[config.mk]
export PLATFORM = sky130hd
export DESIGN_NAME = root_stage_controller_flat
export DESIGN_NICKNAME = d
export VERILOG_FILES = /design/src/rtl/root_stage_controller_if.sv /design/src/rtl/root_stage_controller.sv /design/src/flat_wrapper.sv
export SDC_FILE = /design/constraint.sdc
export NUM_CORES = 1
export LEC_CHECK = 0
export BUFFER_PORTS_ARGS = -buffer_cell sky130_fd_sc_hd__buf_2
export CAP_MARGIN = 20
export CORE_MARGIN = 5
export CORE_UTILIZATION = 30
export DETAILED_ROUTE_END_ITERATION = 16
export PLACE_DENSITY = 0.46
export RECOVER_POWER = 25
export SYNTH_ARGS = -nofsm -noshare
export SYNTH_HDL_FRONTEND = slang
export SYNTH_SLANG_ARGS = --single-unit
[constraint.sdc]
create_clock -name clk -period 1.9 [get_ports clk]
set_input_delay 0 -clock clk [delete_from_list [all_inputs] [get_ports clk]]
set_output_delay 0 -clock clk [all_outputs]
set_load 0.05 [all_outputs]
[src/rtl/root_stage_controller_if.sv]
// Host and child-controller signals of the root stage sequencer; master = sequencer side.
// watchdog_error exists only when WATCHDOG_EN is defined.
interface root_stage_controller_if #(
  parameter int CHILD_COUNT             = 4,
  parameter int ITERATION_COUNTER_WIDTH = 8,
  parameter int STAGE_WIDTH             = 3
);
  logic                               start;
  logic [CHILD_COUNT-1:0]             busy_child;
  logic [CHILD_COUNT-1:0]             odd_clusters_child;
  logic [STAGE_WIDTH-1:0]             global_stage;
  logic                               decoding_start;
  logic                               next_iteration;
  logic                               peel_release;
  logic                               result_valid;
  logic [ITERATION_COUNTER_WIDTH-1:0] iteration_counter;
  logic [31:0]                        cycle_counter;
  logic                               overflow;
`ifdef WATCHDOG_EN
  logic                               watchdog_error;
`endif

  modport master (
    input  start, busy_child, odd_clusters_child,
    output global_stage, decoding_start, next_iteration, peel_release,
           result_valid, iteration_counter, cycle_counter, overflow
`ifdef WATCHDOG_EN
    , output watchdog_error
`endif
  );

  modport slave (
    output start, busy_child, odd_clusters_child,
    input  global_stage, decoding_start, next_iteration, peel_release,
           result_valid, iteration_counter, cycle_counter, overflow
`ifdef WATCHDOG_EN
    , input watchdog_error
`endif
  );
endinterface

[src/rtl/root_stage_controller.sv]
// Root stage sequencer: LOAD -> (GROW -> MERGE)* -> PEEL -> RESULT; registered outputs, child flags seen one cycle late.
// No backpressure: children are steered by level/toggle/pulse. `define WATCHDOG_EN adds a MERGE timeout.
module root_stage_controller #(
  parameter int CHILD_COUNT             = 4,
  parameter int ITERATION_COUNTER_WIDTH = 8,
  parameter int MAX_ITERATIONS          = 200,
  parameter int LOAD_CYCLES             = 2,
  parameter int MIN_SETTLE              = 4,
  parameter int QUIET_CYCLES            = 2,
  parameter int PEEL_CYCLES             = 8,
  parameter int WATCHDOG_CYCLES         = 1024,
  parameter int STAGE_WIDTH             = 3
) (
  input  logic                    clk,
  input  logic                    reset,
  root_stage_controller_if.master bus
);

  typedef enum logic [2:0] {
    ST_IDLE   = 3'd0,
    ST_LOAD   = 3'd1,
    ST_GROW   = 3'd2,
    ST_MERGE  = 3'd3,
    ST_PEEL   = 3'd4,
    ST_RESULT = 3'd5
  } stage_t;

  // One shared width for all small phase counters, wide enough for the largest limit.
  localparam int M1 = (LOAD_CYCLES > MIN_SETTLE) ? LOAD_CYCLES : MIN_SETTLE;
  localparam int M2 = (QUIET_CYCLES > PEEL_CYCLES) ? QUIET_CYCLES : PEEL_CYCLES;
  localparam int M3 = (M1 > M2) ? M1 : M2;
  localparam int CNT_MAX = (M3 > WATCHDOG_CYCLES) ? M3 : WATCHDOG_CYCLES;
  localparam int CW = $clog2(CNT_MAX + 1);
  localparam logic [31:0] MAX_IT = 32'(MAX_ITERATIONS);

  stage_t stage_q, stage_nxt;
  logic [CHILD_COUNT-1:0] busy_in, odd_in;
  logic busy_r, odd_r;
  logic [CW-1:0] load_q, delay_q, quiet_q, peel_q;
  logic [ITERATION_COUNTER_WIDTH-1:0] iter_q;
  logic [31:0] cyc_q;
  logic ds_q, ni_q, pr_q, rv_q, ovf_q;
  logic settled, quiet_hit, below_cap, decide_grow, set_ovf;
`ifdef WATCHDOG_EN
  logic [CW-1:0] wd_q;
  logic wd_err_q, wd_fire;
`endif

  assign busy_in   = bus.busy_child;
  assign odd_in    = bus.odd_clusters_child;
  assign settled   = (delay_q == CW'(MIN_SETTLE));
  // Decision fires on the cycle that completes QUIET_CYCLES consecutive idle observations.
  assign quiet_hit = settled && !busy_r && (quiet_q == CW'(QUIET_CYCLES - 1));
  assign below_cap = (32'(iter_q) < MAX_IT);

  always_comb begin
    stage_nxt   = stage_q;
    decide_grow = 1'b0;
    set_ovf     = 1'b0;
`ifdef WATCHDOG_EN
    wd_fire     = 1'b0;
`endif
    case (stage_q)
      ST_IDLE:  if (bus.start) stage_nxt = ST_LOAD;
      ST_LOAD:  if (load_q == CW'(LOAD_CYCLES - 1)) stage_nxt = ST_GROW;
      ST_GROW:  stage_nxt = ST_MERGE;
      ST_MERGE: begin
        if (quiet_hit) begin
          if (odd_r && below_cap) begin
            decide_grow = 1'b1;
            stage_nxt   = ST_GROW;
          end else begin
            set_ovf   = odd_r;
            stage_nxt = ST_PEEL;
          end
        end
`ifdef WATCHDOG_EN
        else if (wd_q == CW'(WATCHDOG_CYCLES - 1)) begin
          wd_fire   = 1'b1;
          stage_nxt = ST_RESULT;
        end
`endif
      end
      ST_PEEL:   if (peel_q == CW'(PEEL_CYCLES - 1)) stage_nxt = ST_RESULT;
      ST_RESULT: stage_nxt = ST_IDLE;
      default:   stage_nxt = ST_IDLE;
    endcase
  end

  always_ff @(posedge clk) begin
    if (reset) begin
      stage_q  <= ST_IDLE;
      busy_r   <= 1'b0;
      odd_r    <= 1'b0;
      load_q   <= '0;
      delay_q  <= '0;
      quiet_q  <= '0;
      peel_q   <= '0;
      iter_q   <= '0;
      cyc_q    <= '0;
      ds_q     <= 1'b0;
      ni_q     <= 1'b0;
      pr_q     <= 1'b0;
      rv_q     <= 1'b0;
      ovf_q    <= 1'b0;
`ifdef WATCHDOG_EN
      wd_q     <= '0;
      wd_err_q <= 1'b0;
`endif
    end else begin
      stage_q <= stage_nxt;
      busy_r  <= |busy_in;
      odd_r   <= |odd_in;
      pr_q    <= 1'b0;
      rv_q    <= 1'b0;
      if (stage_nxt == ST_GROW && iter_q != '1) iter_q <= iter_q + 1'b1;
      if (stage_q != ST_IDLE && stage_q != ST_RESULT && cyc_q != '1) cyc_q <= cyc_q + 32'd1;
      case (stage_q)
        ST_IDLE: if (bus.start) begin
          ds_q     <= 1'b1;
          iter_q   <= '0;
          cyc_q    <= 32'd1;
          ovf_q    <= 1'b0;
          load_q   <= '0;
          delay_q  <= '0;
          quiet_q  <= '0;
`ifdef WATCHDOG_EN
          wd_err_q <= 1'b0;
`endif
        end
        ST_LOAD: load_q <= load_q + 1'b1;
        ST_GROW: begin
          delay_q <= '0;
          quiet_q <= '0;
`ifdef WATCHDOG_EN
          wd_q    <= '0;
`endif
        end
        ST_MERGE: begin
          if (!settled)    delay_q <= delay_q + 1'b1;
          else if (busy_r) quiet_q <= '0;
          else             quiet_q <= quiet_q + 1'b1;
          if (decide_grow) ni_q <= ~ni_q;
          if (stage_nxt == ST_PEEL) begin
            ds_q   <= 1'b0;
            peel_q <= '0;
            if (set_ovf) ovf_q <= 1'b1;
          end
`ifdef WATCHDOG_EN
          wd_q <= wd_q + 1'b1;
          if (wd_fire) begin
            ds_q     <= 1'b0;
            wd_err_q <= 1'b1;
          end
`endif
        end
        ST_PEEL: begin
          peel_q <= peel_q + 1'b1;
          if (stage_nxt == ST_RESULT) pr_q <= 1'b1;
        end
        ST_RESULT: rv_q <= 1'b1;
        default:   ds_q <= 1'b0;
      endcase
    end
  end

  assign bus.global_stage      = STAGE_WIDTH'(stage_q);
  assign bus.decoding_start    = ds_q;
  assign bus.next_iteration    = ni_q;
  assign bus.peel_release      = pr_q;
  assign bus.result_valid      = rv_q;
  assign bus.iteration_counter = iter_q;
  assign bus.cycle_counter     = cyc_q;
  assign bus.overflow          = ovf_q;
`ifdef WATCHDOG_EN
  assign bus.watchdog_error    = wd_err_q;
`endif

endmodule
[src/flat_wrapper.sv]
// flat-port wrapper written by rule: the top's interface ports become plain ports
module root_stage_controller_flat 
#(
  parameter int CHILD_COUNT             = 4,
  parameter int ITERATION_COUNTER_WIDTH = 8,
  parameter int MAX_ITERATIONS          = 200,
  parameter int LOAD_CYCLES             = 2,
  parameter int MIN_SETTLE              = 4,
  parameter int QUIET_CYCLES            = 2,
  parameter int PEEL_CYCLES             = 8,
  parameter int WATCHDOG_CYCLES         = 1024,
  parameter int STAGE_WIDTH             = 3
)
  (clk, reset, bus_start, bus_busy_child, bus_odd_clusters_child, bus_global_stage, bus_decoding_start, bus_next_iteration, bus_peel_release, bus_result_valid, bus_iteration_counter, bus_cycle_counter, bus_overflow);
  root_stage_controller_if #(.CHILD_COUNT(CHILD_COUNT), .ITERATION_COUNTER_WIDTH(ITERATION_COUNTER_WIDTH), .STAGE_WIDTH(STAGE_WIDTH)) bus_i ();
  input  logic clk;
  input  logic reset;
  input wire logic [$bits(bus_i.start)-1:0] bus_start;
  input wire logic [$bits(bus_i.busy_child)-1:0] bus_busy_child;
  input wire logic [$bits(bus_i.odd_clusters_child)-1:0] bus_odd_clusters_child;
  output wire logic [$bits(bus_i.global_stage)-1:0] bus_global_stage;
  output wire logic [$bits(bus_i.decoding_start)-1:0] bus_decoding_start;
  output wire logic [$bits(bus_i.next_iteration)-1:0] bus_next_iteration;
  output wire logic [$bits(bus_i.peel_release)-1:0] bus_peel_release;
  output wire logic [$bits(bus_i.result_valid)-1:0] bus_result_valid;
  output wire logic [$bits(bus_i.iteration_counter)-1:0] bus_iteration_counter;
  output wire logic [$bits(bus_i.cycle_counter)-1:0] bus_cycle_counter;
  output wire logic [$bits(bus_i.overflow)-1:0] bus_overflow;
  assign bus_i.start = bus_start;
  assign bus_i.busy_child = bus_busy_child;
  assign bus_i.odd_clusters_child = bus_odd_clusters_child;
  assign bus_global_stage = bus_i.global_stage;
  assign bus_decoding_start = bus_i.decoding_start;
  assign bus_next_iteration = bus_i.next_iteration;
  assign bus_peel_release = bus_i.peel_release;
  assign bus_result_valid = bus_i.result_valid;
  assign bus_iteration_counter = bus_i.iteration_counter;
  assign bus_cycle_counter = bus_i.cycle_counter;
  assign bus_overflow = bus_i.overflow;
  root_stage_controller #(.CHILD_COUNT(CHILD_COUNT), .ITERATION_COUNTER_WIDTH(ITERATION_COUNTER_WIDTH), .MAX_ITERATIONS(MAX_ITERATIONS), .LOAD_CYCLES(LOAD_CYCLES), .MIN_SETTLE(MIN_SETTLE), .QUIET_CYCLES(QUIET_CYCLES), .PEEL_CYCLES(PEEL_CYCLES), .WATCHDOG_CYCLES(WATCHDOG_CYCLES), .STAGE_WIDTH(STAGE_WIDTH)) u_core (.clk(clk), .reset(reset), .bus(bus_i));
endmodule
==> results of run 1 <==
==> layer usage <==
metal  part of all wire  track usage
met5                  0            0
met4              0.016       0.0543
met3              0.037       0.0268
met2               0.45        0.228
met1               0.49        0.201
==> power by group <==
part	internal [mW]	leakage (nW)	total, mW	switching (mW)
clock	1.06	0.144	1.84	0.785
sequential	1.97	0.785	1.99	0.0214
combinational	0.192	1.64	0.473	0.282
==> sequential cells by signal, summed over array words and instances (netlist names) <==
signal,flops
u_core.bus.cycle_counter,32
u_core.bus.decoding_start,1
u_core.bus.global_stage,3
u_core.bus.iteration_counter,8
u_core.bus.next_iteration,1
u_core.bus.overflow,1
u_core.bus.peel_release,1
u_core.bus.result_valid,1
u_core.busy_r,1
u_core.delay_q,11
u_core.load_q,11
u_core.odd_r,1
u_core.peel_q,11
u_core.quiet_q,11
==> cells by family (layout without fill, tap and decap cells) <==
group | count (synthesis) | in the layout
xor+xnor | 41 | 41
fa+ha+maj | 9 | 9
simple gates | 289 | 290
flops | 94 | 94
mux | 7 | 7
compound gates | 86 | 86
buf+inv | 39 | 210
==> critical path, delay by kind of cell (launching register included) <==
family / cells / cell delay (ns)
simple gates: 4 / 1.32
flops: 1 / 0.36
compound gates: 1 / 0.15
fa+ha+maj: 1 / 0.15
==> final cells by class <==
cell class                 count  area (sq um)  share of cell area
clock buffer                  13           250              0.0370
clock inverter                 3          43.8             0.00648
inverter                      18          67.6             0.00999
multi-input combinational    433          2980               0.441
sequential                    94          1980               0.293
tap                          188           235              0.0348
timing repair buffer         176          1200               0.178
==> synth_stat cells, types with 2 or more instances <==
cell type,count,area share
a211oi_1,2,0.0032
a21oi_1,29,0.031
a311oi_1,7,0.013
a31oi_1,5,0.0067
a41o_1,2,0.0043
a41oi_1,3,0.0057
and2_1,3,0.0040
and3_1,13,0.017
and4_1,4,0.0075
buf_2,3,0.0032
clkbuf_1,17,0.014
dfxtp_1,94,0.40
ha_1,9,0.024
inv_1,17,0.014
mux2_2,4,0.0097
mux2i_1,3,0.0065
nand2_1,39,0.031
nand2b_1,3,0.0040
nand3_1,38,0.041
nand3_2,2,0.0043
nand4_1,18,0.024
nor2_1,94,0.076
nor2b_1,2,0.0027
nor3_1,18,0.019
nor3b_1,2,0.0032
nor4_1,14,0.019
nor4_2,3,0.0081
o21ai_0,21,0.023
or2_2,4,0.0054
or3_1,15,0.020
or4_1,3,0.0048
xnor2_1,20,0.038
xor2_1,21,0.040
==> final timing paths <==
kind | start | end | slack (ns) | depth (start not counted)
setup / recovery | u_core.bus.cycle_counter[1] | u_core.bus.cycle_counter[26] | -0.15 | 6
hold / removal | reset | u_core.bus.global_stage[2] | 0.02 | 2
setup reg to reg | u_core.bus.cycle_counter[1] | u_core.bus.cycle_counter[26] | -0.15 | 6
hold reg to reg | u_core.bus.overflow | u_core.bus.overflow | 0.49 | 2
==> what timing repair did <==
action                                  in CTS  in global routing
gates cloned                                 0                  1
hold buffers                                 4                  0
setup buffers                                3                  7
resized for setup                           22                 52
endpoints found under the hold margin        2                  0
endpoints found under the setup margin      22                 61
pin swaps                                    9                 15
==> key figures, run 1 <==
Outcome
  – Outcome: complete, but fails checks
  – Failing checks: negative setup slack

Critical path
  – Critical path class: flop to flop
  – Largest stage delay on the critical path: 0.55 ns
  – CP max-delay cell: or4b_4
  – Worst Path Required: 2.18 ns
  – Critical Path AT: between 2 and 2.5 ns
  – CP endpoint kind: flop
  – CP Max Fanout: 6
  – Crit-path cells: ha_4 > nand3_4 > or3_4 > or4b_4 > or3_4 > a21oi_2
  – Critical Path Start Type: flop
  – Most frequent CP cell: or3_4

Routing
  – First DRT Iteration DRCs: 193
  – DRC Markers: 0
  – Post-Route WL: roughly 13 mm
  – DR vias/cell: about 5.0
  – TritonRoute pass-1 iters: 4
  – Vias: roughly 4600
  – Post-DR wirelength/cell: between 10 and 15 um
  – Post-route ant nets: 0

Clock network
  – Clock slew at the register clock pins of the worst setup and hold paths: ~0.070 ns
  – Clock latency at the later pin of the worst-skew pair: 0.35 ns
  – Clock root cell: clkbuf_16
  – CTS Buf Count: 9
  – H-tree depth: 3
  – CTS tree: done
  – Clock tree buffer depth: 2
  – Num Clock Sinks: 94

Worst hold path
  – Hold Path Class: primary input to flop

Floorplanning
  – IO Count: 59
  – Die area: between 0.015 and 0.02 sq mm
  – Core Box Area: 0.0152 sq mm
  – Die W: between 100 and 150 um
  – Die Y-Extent: 135 um
  – Starting density of the core: 0.306
  – Rows: 45

Yosys
  – Synth Flop Type: dfxtp_1
  – Syn Nets: 585
  – Post-synthesis sequential area ratio: 0.405
  – Adder-Cell Fraction of Synth Area: 0.0242
  – Compound-Gate Fraction of Synth Area: 0.119
  – Syn Area/Cell: 8.23 sq um
  – YS warnings: 0
  – Syn Inst Count: 565
  – Mux contribution to synthesized area: 0.0161
  – Seq cells post-synth: between 90 and 100
  – Main combinational cell family by area after synthesis: simple AND/OR/NAND/NOR gates
  – Cell Area, Synth: 0.00465 sq mm
  – Ys async rst share: 0
  – Yosys cell types: 66
  – Post-synth EDFFs: 0
  – Simple-Gate Fraction of Synth Area: 0.325
  – Post-Synth XOR/XNOR Area: 0.0772

Power and ir drop
  – Power, Total: 4.31 mW
  – Static Leak: ~2.6 nW
  – Power per cell area: about 640 mW/mm^2
  – IR drop worst, VDD: 0.455 mV

STA
  – Fmax: 0.488 GHz
  – Setup Skew: 0.0110 ns
  – PnR worst setup slack: -0.148 ns
  – Min Hold Slack: about 0.021 ns
  – Setup TNS: -0.562 ns
  – Worst-Margin Slew: 0.614 ns
  – Tcrit/Tclk final: 1.08
  – Final Setup Violations: 9
  – RSZ-0062 raised after global routing: true
  – Min Tclk post-route: between 2 and 2.5 ns
  – Final Hold Viols: 0
  – Max-Slew Margin vs Limit: 0.593
  – Fin. max-slew vios: 0

Cells and area
  – Most frequent cells in the layout: 107 x buf_4, 91 x nor2_1, 52 x dfxtp_1
  – Layout fillers: approximately 1500
  – Fin area: 0.00676 sq mm
  – End-of-flow core utilization: 0.445
  – Post-Layout Cell Count: 925
  – Layout cells sized above 1: 0.377
  – N_diodes: 0
  – Final net count: 752
  – Most common cell after layout, fill and taps aside: buf_4
  – Area Growth Syn to Fin: 45.4%

Run
  – Max-cap violations: 0

Placed design
  – Placement Cell Area: just over 0.006 sq mm
  – Hpwl dp: roughly 9.5 mm
  – Routability cong.: between 0.8 and 0.9
  – Port bufs: 58
  – Cells after DPL: between 800 and 900
  – Setup WS pre-CTS: -0.240 ns

Global route
  – Number of global-route vias before repair: 4402
  – Total GRT Usage: 0.146
  – First-pass GRT wire length: 21.6 mm
  – Global route total overflow: 0
  – Antenna violations before repair: 0
  – Largest net degree at the start of global routing: 27
(Power assumes the default switching activity.)
==> inputs of run 2 (changes only) <==
Settings changed: CORE_ASPECT_RATIO set to 0.7, MAX_ROUTING_LAYER set to met4, PLACE_DENSITY 0.46 to not set.
==> run 2 against run 1 <==
Critical path type unchanged. Sequential share of layout area rose by 0.13 points. The run still ends with negative setup slack left. Critical endpoint is now u_core.bus.iteration_counter[7]. Register-to-register slack barely moved. Global-route usage fell by 0.17 points. Critical path depth rose by 3. Via count rose by 1.3%. Highest routed layer unchanged. Cell count fell by 0.22%.
==> key figures, run 2 (synthesized netlist as in run 1, its figures left out) <==
STA
  – Setup Skew: 0.00852 ns (-0.00252 ns)
  – Final Hold Viols: 0 (unchanged)
  – Fmax: 0.490 GHz (+0.35%)
  – Final Setup Violations: 8 (-1)
  – PnR worst setup slack: -0.141 ns (+0.00712 ns)
  – Tcrit/Tclk final: 1.07 (-0.00375)
  – Fin. max-slew vios: 0 (unchanged)
  – Max-Slew Margin vs Limit: 0.580 (-0.0128)
  – Min Tclk post-route: 2.04 ns (-0.00712 ns)
  – RSZ-0062 raised after global routing: true
  – Setup TNS: -0.829 ns (-0.267 ns)
  – Worst-Margin Slew: 0.633 ns (+0.0193 ns)

Run
  – Max-cap violations: 0 (unchanged)

Routing
  – Vias: 4701 (+1.3%)
  – First DRT Iteration DRCs: 296 (+53%)
  – DRC Markers: 0 (unchanged)
  – TritonRoute pass-1 iters: 5 (+1)
  – Post-route ant nets: 0 (unchanged)
  – Post-Route WL: 13.2 mm (-0.33%)
  – DR vias/cell: 5.09 (+1.6%)
  – Post-DR wirelength/cell: 14.3 um (-0.12%)

Power and ir drop
  – Power per cell area: 681 mW/mm^2 (+6.9%)
  – Power, Total: 4.58 mW (+6.4%)
  – Static Leak: 2.57 nW (-0.21%)
  – IR drop worst, VDD: 0.405 mV (-11%)

Critical path
  – Largest stage delay on the critical path: 0.34 ns (-0.21 ns)
  – CP endpoint kind: flop
  – Critical path class: flop to flop
  – Worst r2r src: u_core.load_q[1]
  – Worst Path Required: 2.14 ns (-0.04 ns)
  – FF-to-FF setup slack: -0.14 ns (about the same)
  – RR Endpoint: u_core.bus.iteration_counter[7]
  – CP Max Fanout: 7 (+1)
  – Worst R2R Path Depth: 9 (+3)
  – Critical Path Start Type: flop
  – Critical Path AT: 2.29 ns (-0.03 ns)
  – Buffers & Inverters on Critical Path: 2 (+2)
  – CP max-delay cell: or3_4
  – Crit-path cells: inv_2 > ha_4 > and4bb_1 > nand3_2 > a21o_1 > or3_4 > buf_6 > o31a_1 > o21a_1
  – Delay-heaviest family, CP: simple AND/OR/NAND/NOR gates

Outcome
  – Failing checks: negative setup slack
  – Outcome: complete, but fails checks

Worst hold path
  – Worst hold path cell count: 5 (+3)
  – Hold Path Class: primary input to flop
  – Worst Hold Launch: bus_start
  – Hold path endpoint: u_core.bus.decoding_start

Cells and area
  – Most common cell after layout, fill and taps aside: nor2_1
  – Final net count: 738 (-1.9%)
  – Layout fillers: 1476 (-2.3%)
  – Largest register FFs: 32 (unchanged)
  – Layout cells sized above 1: 0.360 (-0.0176)
  – Area Growth Syn to Fin: 44.7%
  – N_diodes: 0 (unchanged)
  – Most frequent cells in the layout: 92 x nor2_1, 90 x buf_4, 52 x dfxtp_1

Clock network
  – Clock latency at the later pin of the worst-skew pair: 0.36 ns (about the same)
  – Clock root cell: clkbuf_16
  – Clock slew at the register clock pins of the worst setup and hold paths: 0.07 ns (about the same)
  – CTS tree: done
  – H-tree depth: 3 (unchanged)
  – CTS Buf Count: 9 (unchanged)
  – Num Clock Sinks: 94 (unchanged)
  – Clock tree buffer depth: 2 (unchanged)

Placed design
  – Hpwl dp: 9.35 mm (-2.0%)
  – Port bufs: 58 (unchanged)
  – Routability cong.: 0.852 (+3.3%)
  – Setup WS pre-CTS: -0.226 ns (+0.0147 ns)

Global route
  – Global route total overflow: 0 (unchanged)
  – Antenna violations before repair: 0 (unchanged)
  – First-pass GRT wire length: 21.4 mm (-0.93%)
  – Number of global-route vias before repair: 4495 (+2.1%)
  – Total GRT Usage: 0.144 (-0.00169)
  – Largest net degree at the start of global routing: 27 (unchanged)

Floorplanning
  – Die Y-Extent: 114 um (-15%)
  – Rows: 38 (-16%)
  – IO Count: 59 (unchanged)
  – Starting density of the core: 0.303 (-0.00309)
  – Die W: 159 um (+18%)
  – Die area: 0.0181 sq mm (+0.22%)
  – Core Box Area: 0.0154 sq mm (+1.0%)
run 2: cell count changes in the layout (fill, tap and decap cells not counted), sizes merged:
cell	delta
clkbuf	-1
buf	-15
dlygate4sd3	+1
clkinvlp	+1
bufinv	+1
clkinv	-1
run 2: power breakdown:
group	total, mW	switching [mW]	internal [mW]
clock	2.14	0.792	1.35
sequential	1.99	0.0226	1.97
combinational	0.452	0.280	0.171
total	4.58	1.10	3.49
run 2: cell type report:
type / instances / area (sq um) / area share
sequential: 94 / 1980 / 0.294
clock buffer: 12 / 289 / 0.0429
clock inverter: 4 / 72.6 / 0.0108
timing repair buffer: 162 / 1090 / 0.162
tap: 200 / 250 / 0.0372
multi-input combinational: 433 / 2990 / 0.443
inverter: 18 / 67.6 / 0.0100
run 2: what timing repair did:
item,CTS,global route
endpoints found under the hold margin,7,0
pin swaps,12,24
hold buffers,5,0
endpoints found under the setup margin,14,59
buffers inserted,4,3
resized for setup,23,47
gates cloned,0,3
run 2: tightest hold or removal path: stages:
cell	delay, ns
buf_2	0.14
nand2b_1	0.13
nor2_1	0.07
o21ai_0	0.16
a21oi_1	0.07
run 2: per-layer routing:
layer	routed length, um	vias up	global-route usage	share of wire
li1	-	2333	-	-
met1	6490	2252	0.189	0.49
met2	6060	104	0.218	0.46
met3	541	12	0.0392	0.041
met4	142	0	0.0447	0.011
met5	0	-	-	0
run 2: worst max-delay path by stage:
| stage | start | to | cells after the start |
|---|---|---|---|
| 6_report | u_core.load_q[1] | u_core.bus.iteration_counter[7] | 9 |
| 5_1_grt | u_core.bus.cycle_counter[1] | u_core.bus.cycle_counter[28] | 6 |
| 4_1_cts | u_core.load_q[1] | u_core.bus.iteration_counter[7] | 9 |
| 3_5_place_dp | u_core.load_q[1] | u_core.bus.iteration_counter[5] | 8 |
| 3_3_place_gp | u_core.load_q[1] | u_core.bus.iteration_counter[7] | 9 |
| 2_1_floorplan | u_core.bus.cycle_counter[1] | u_core.bus.cycle_counter[28] | 7 |
run 2: through the flow:
stage / instances / utilization / hold slack [ns] / cell area [sq um]
5_1_grt: 923 / 0.438 / 0.258 / 6730
2_1_floorplan: 565 / - / 0.120 / 4800
3_5_place_dp: 892 / 0.387 / 0.247 / 5940
4_1_cts: 917 / 0.423 / 0.205 / 6500
6_report: 923 / 0.438 / 0.247 / 6730
3_3_place_gp: 892 / 0.387 / 0.230 / 5940
==> inputs of run 3 (changes only) <==
Settings changed: CORE_MARGIN 5 to not set.
==> run 3 against run 2 <==
The flow still finishes with violations (negative setup slack). Sequential share of layout area is 0.42 points higher. Clock power fell by 21%. Hold slack got worse by 0.0087 ns. Clock skew shrank 0.00094 ns. Sequential cell count is the same. Sequential power about the same. Clock-buffer cell count rose by 3. Via count barely moved.
==> key figures, run 3 (synthesized netlist as in run 1, its figures left out) <==
STA
  – Final Hold Viols: 0 (unchanged)
  – Fin. max-slew vios: 0 (unchanged)
  – PnR worst setup slack: -0.149 ns (-0.00806 ns)
  – Min Tclk post-route: 2.05 ns (+0.00806 ns)
  – Final Setup Violations: 9 (+1)
  – Max-Slew Margin vs Limit: 0.589 (+0.00974)
  – Setup Skew: 0.00758 ns (-0.000939 ns)
  – Fmax: 0.488 GHz (-0.39%)
  – RSZ-0062 raised after global routing: true
  – Tcrit/Tclk final: 1.08 (+0.00424)
  – Worst-Margin Slew: 0.618 ns (-0.0147 ns)

Routing
  – Vias: 4697 (-0.085%)
  – TritonRoute pass-1 iters: 5 (unchanged)
  – Post-route ant nets: 0 (unchanged)
  – DRC Markers: 0 (unchanged)
  – Post-DR wirelength/cell: 13.9 um (-2.9%)
  – First DRT Iteration DRCs: 230 (-22%)
  – Post-Route WL: 12.8 mm (-3.0%)
  – DR vias/cell: 5.09 (about the same)

Global route
  – Global route total overflow: 0 (unchanged)
  – Antenna violations before repair: 0 (unchanged)
  – Number of global-route vias before repair: 4384 (-2.5%)
  – Total GRT Usage: 0.165 (+0.0212)
  – Largest net degree at the start of global routing: 23 (-15%)
  – First-pass GRT wire length: 20.4 mm (-4.5%)

Clock network
  – Clock latency at the later pin of the worst-skew pair: 0.35 ns (about the same)
  – Num Clock Sinks: 94 (unchanged)
  – Clock tree buffer depth: 2 (unchanged)
  – CTS Buf Count: 9 (unchanged)
  – CTS tree: done
  – Clock slew at the register clock pins of the worst setup and hold paths: 0.06 ns (about the same)
  – H-tree depth: 3 (unchanged)
  – Clock root cell: clkbuf_16

Cells and area
  – Post-Layout Cell Count: 922 (-0.11%)
  – Most common cell after layout, fill and taps aside: buf_4
  – N_diodes: 0 (unchanged)
  – Layout cells sized above 1: 0.356 (-0.00335)
  – End-of-flow core utilization: 0.445 (+0.00687)
  – Area Growth Syn to Fin: 42.7%
  – Largest register FFs: 32 (unchanged)
  – Most frequent cells in the layout: 96 x buf_4, 91 x nor2_1, 52 x dfxtp_1
  – Final net count: 742 (+0.54%)

Outcome
  – Outcome: complete, but fails checks
  – Failing checks: negative setup slack

Power and ir drop
  – IR drop worst, VDD: 0.369 mV (-9.1%)
  – Logic gate share of total power: 0.114 (+0.015)
  – Power per cell area: 627 mW/mm^2 (-8.0%)
  – Psw: 1.04 mW (-5.0%)
  – Sw frac: 0.250 (+0.0111)
  – Register share of total power: 0.479 (+0.044)
  – Clk network pwr share: 0.407 (-0.060)
  – P_int: 3.12 mW (-11%)
  – Static Leak: 2.51 nW (-2.0%)

Worst hold path
  – Worst hold path cell count: 5 (unchanged)
  – Hold path endpoint: u_core.bus.decoding_start
  – Hold Path Class: primary input to flop
  – Worst Hold Launch: bus_start

Critical path
  – Worst R2R Path Depth: 6 (-3)
  – CP Max Fanout: 6 (-1)
  – RR Endpoint: u_core.bus.cycle_counter[28]
  – Critical Path Start Type: flop
  – CP endpoint kind: flop
  – FF-to-FF setup slack: -0.15 ns (about the same)
  – Critical Path AT: 2.33 ns (+0.04 ns)
  – Critical path class: flop to flop
  – Worst r2r src: u_core.bus.cycle_counter[1]
  – Worst Path Required: 2.18 ns (+0.04 ns)

Placed design
  – Cells after DPL: 895 (+0.34%)
  – Routability cong.: 0.864 (+1.3%)
  – Hpwl dp: 9.24 mm (-1.2%)
  – Port bufs: 58 (unchanged)
  – Setup WS pre-CTS: -0.196 ns (+0.0295 ns)

Floorplanning
  – IO Count: 59 (unchanged)
  – Rows: 37 (-2.6%)
  – Die area: 0.0160 sq mm (-12%)
  – Starting density of the core: 0.312 (+0.00915)
  – Die Y-Extent: 106 um (-7.0%)
  – Die W: 151 um (-5.0%)
  – Core Box Area: 0.0149 sq mm (-2.9%)

Run
  – Max-cap violations: 0 (unchanged)
## run 3: cell types whose count changed in the layout (fill, tap and decap cells not counted), moves of 3 or more
| cell | delta |
|---|---|
| buf_4 | +6 |
| clkbuf_1 | +6 |
| buf_2 | -4 |
| a21oi_1 | -3 |
| a21oi_2 | +3 |
## run 3: how the worst max path moves through the flow
stage                                           end                             from  slack (ns)  cells past startpoint
finish                 u_core.bus.cycle_counter[28]      u_core.bus.cycle_counter[1]       -0.15                      6
floorplan              u_core.bus.cycle_counter[28]      u_core.bus.cycle_counter[1]       -0.20                      7
detailed placement     u_core.bus.cycle_counter[28]      u_core.bus.cycle_counter[1]       -0.20                      6
global placement    u_core.bus.iteration_counter[4]                u_core.quiet_q[3]       -0.17                      7
global route        u_core.bus.iteration_counter[7]  u_core.bus.iteration_counter[3]       -0.20                      7
CTS                    u_core.bus.cycle_counter[28]      u_core.bus.cycle_counter[1]       -0.12                      6
## run 3: power groups by stage
stage	Sequential (mW)	Combinational (mW)	Clock (mW)
floorplan	2.08	0.194	0
global placement	2.03	0.386	0
detailed placement	2.03	0.394	0
CTS	1.99	0.420	1.75
global route	1.99	0.512	1.83
finish	1.99	0.474	1.69
## run 3: final cells by class
class,instances,area (sq um)
clock buffers,15,268
well taps,195,244
flip-flops and latches,94,1980
inverters,18,67.6
multi-input cells,433,2970
fillers,1441,8270
clock inverters,1,5.00
repair buffers,166,1110
## run 3: layer usage
metal / vias up / wire length [um] / global-route usage / share of wire
met1: 2271 / 6210 / 0.210 / 0.48
li1: 2339 / - / - / -
met5: - / 0 / - / 0
met3: 19 / 531 / 0.0459 / 0.041
met4: 0 / 178 / 0.0543 / 0.014
met2: 68 / 5910 / 0.253 / 0.46
## run 3: stage by stage
stage | total power [mW] | setup TNS [ns] | instance area, sq um | hold slack [ns]
floorplan | 2.27 | -1.75 | 4800 | 0.120
global placement | 2.42 | -1.16 | 5970 | 0.221
detailed placement | 2.43 | -1.58 | 5970 | 0.220
CTS | 4.16 | -0.624 | 6400 | 0.208
global route | 4.33 | -1.52 | 6640 | 0.291
finish | 4.16 | -0.718 | 6640 | 0.238
## run 3: critical path, cell delays in order (launching register included)
cell	delay, ns
dfxtp_4	0.35
ha_4	0.13
nand3_2	0.08
or3_4	0.36
or4b_4	0.55
or3_1	0.35
a21oi_2	0.15
## run 3: repair_timing
item | CTS | global route
cloned | 0 | 2
hold buffers | 4 | 0
resized for setup | 22 | 47
endpoints found under the setup margin | 16 | 47
pin swaps | 4 | 17
setup buffers | 1 | 5
endpoints found under the hold margin | 2 | 0
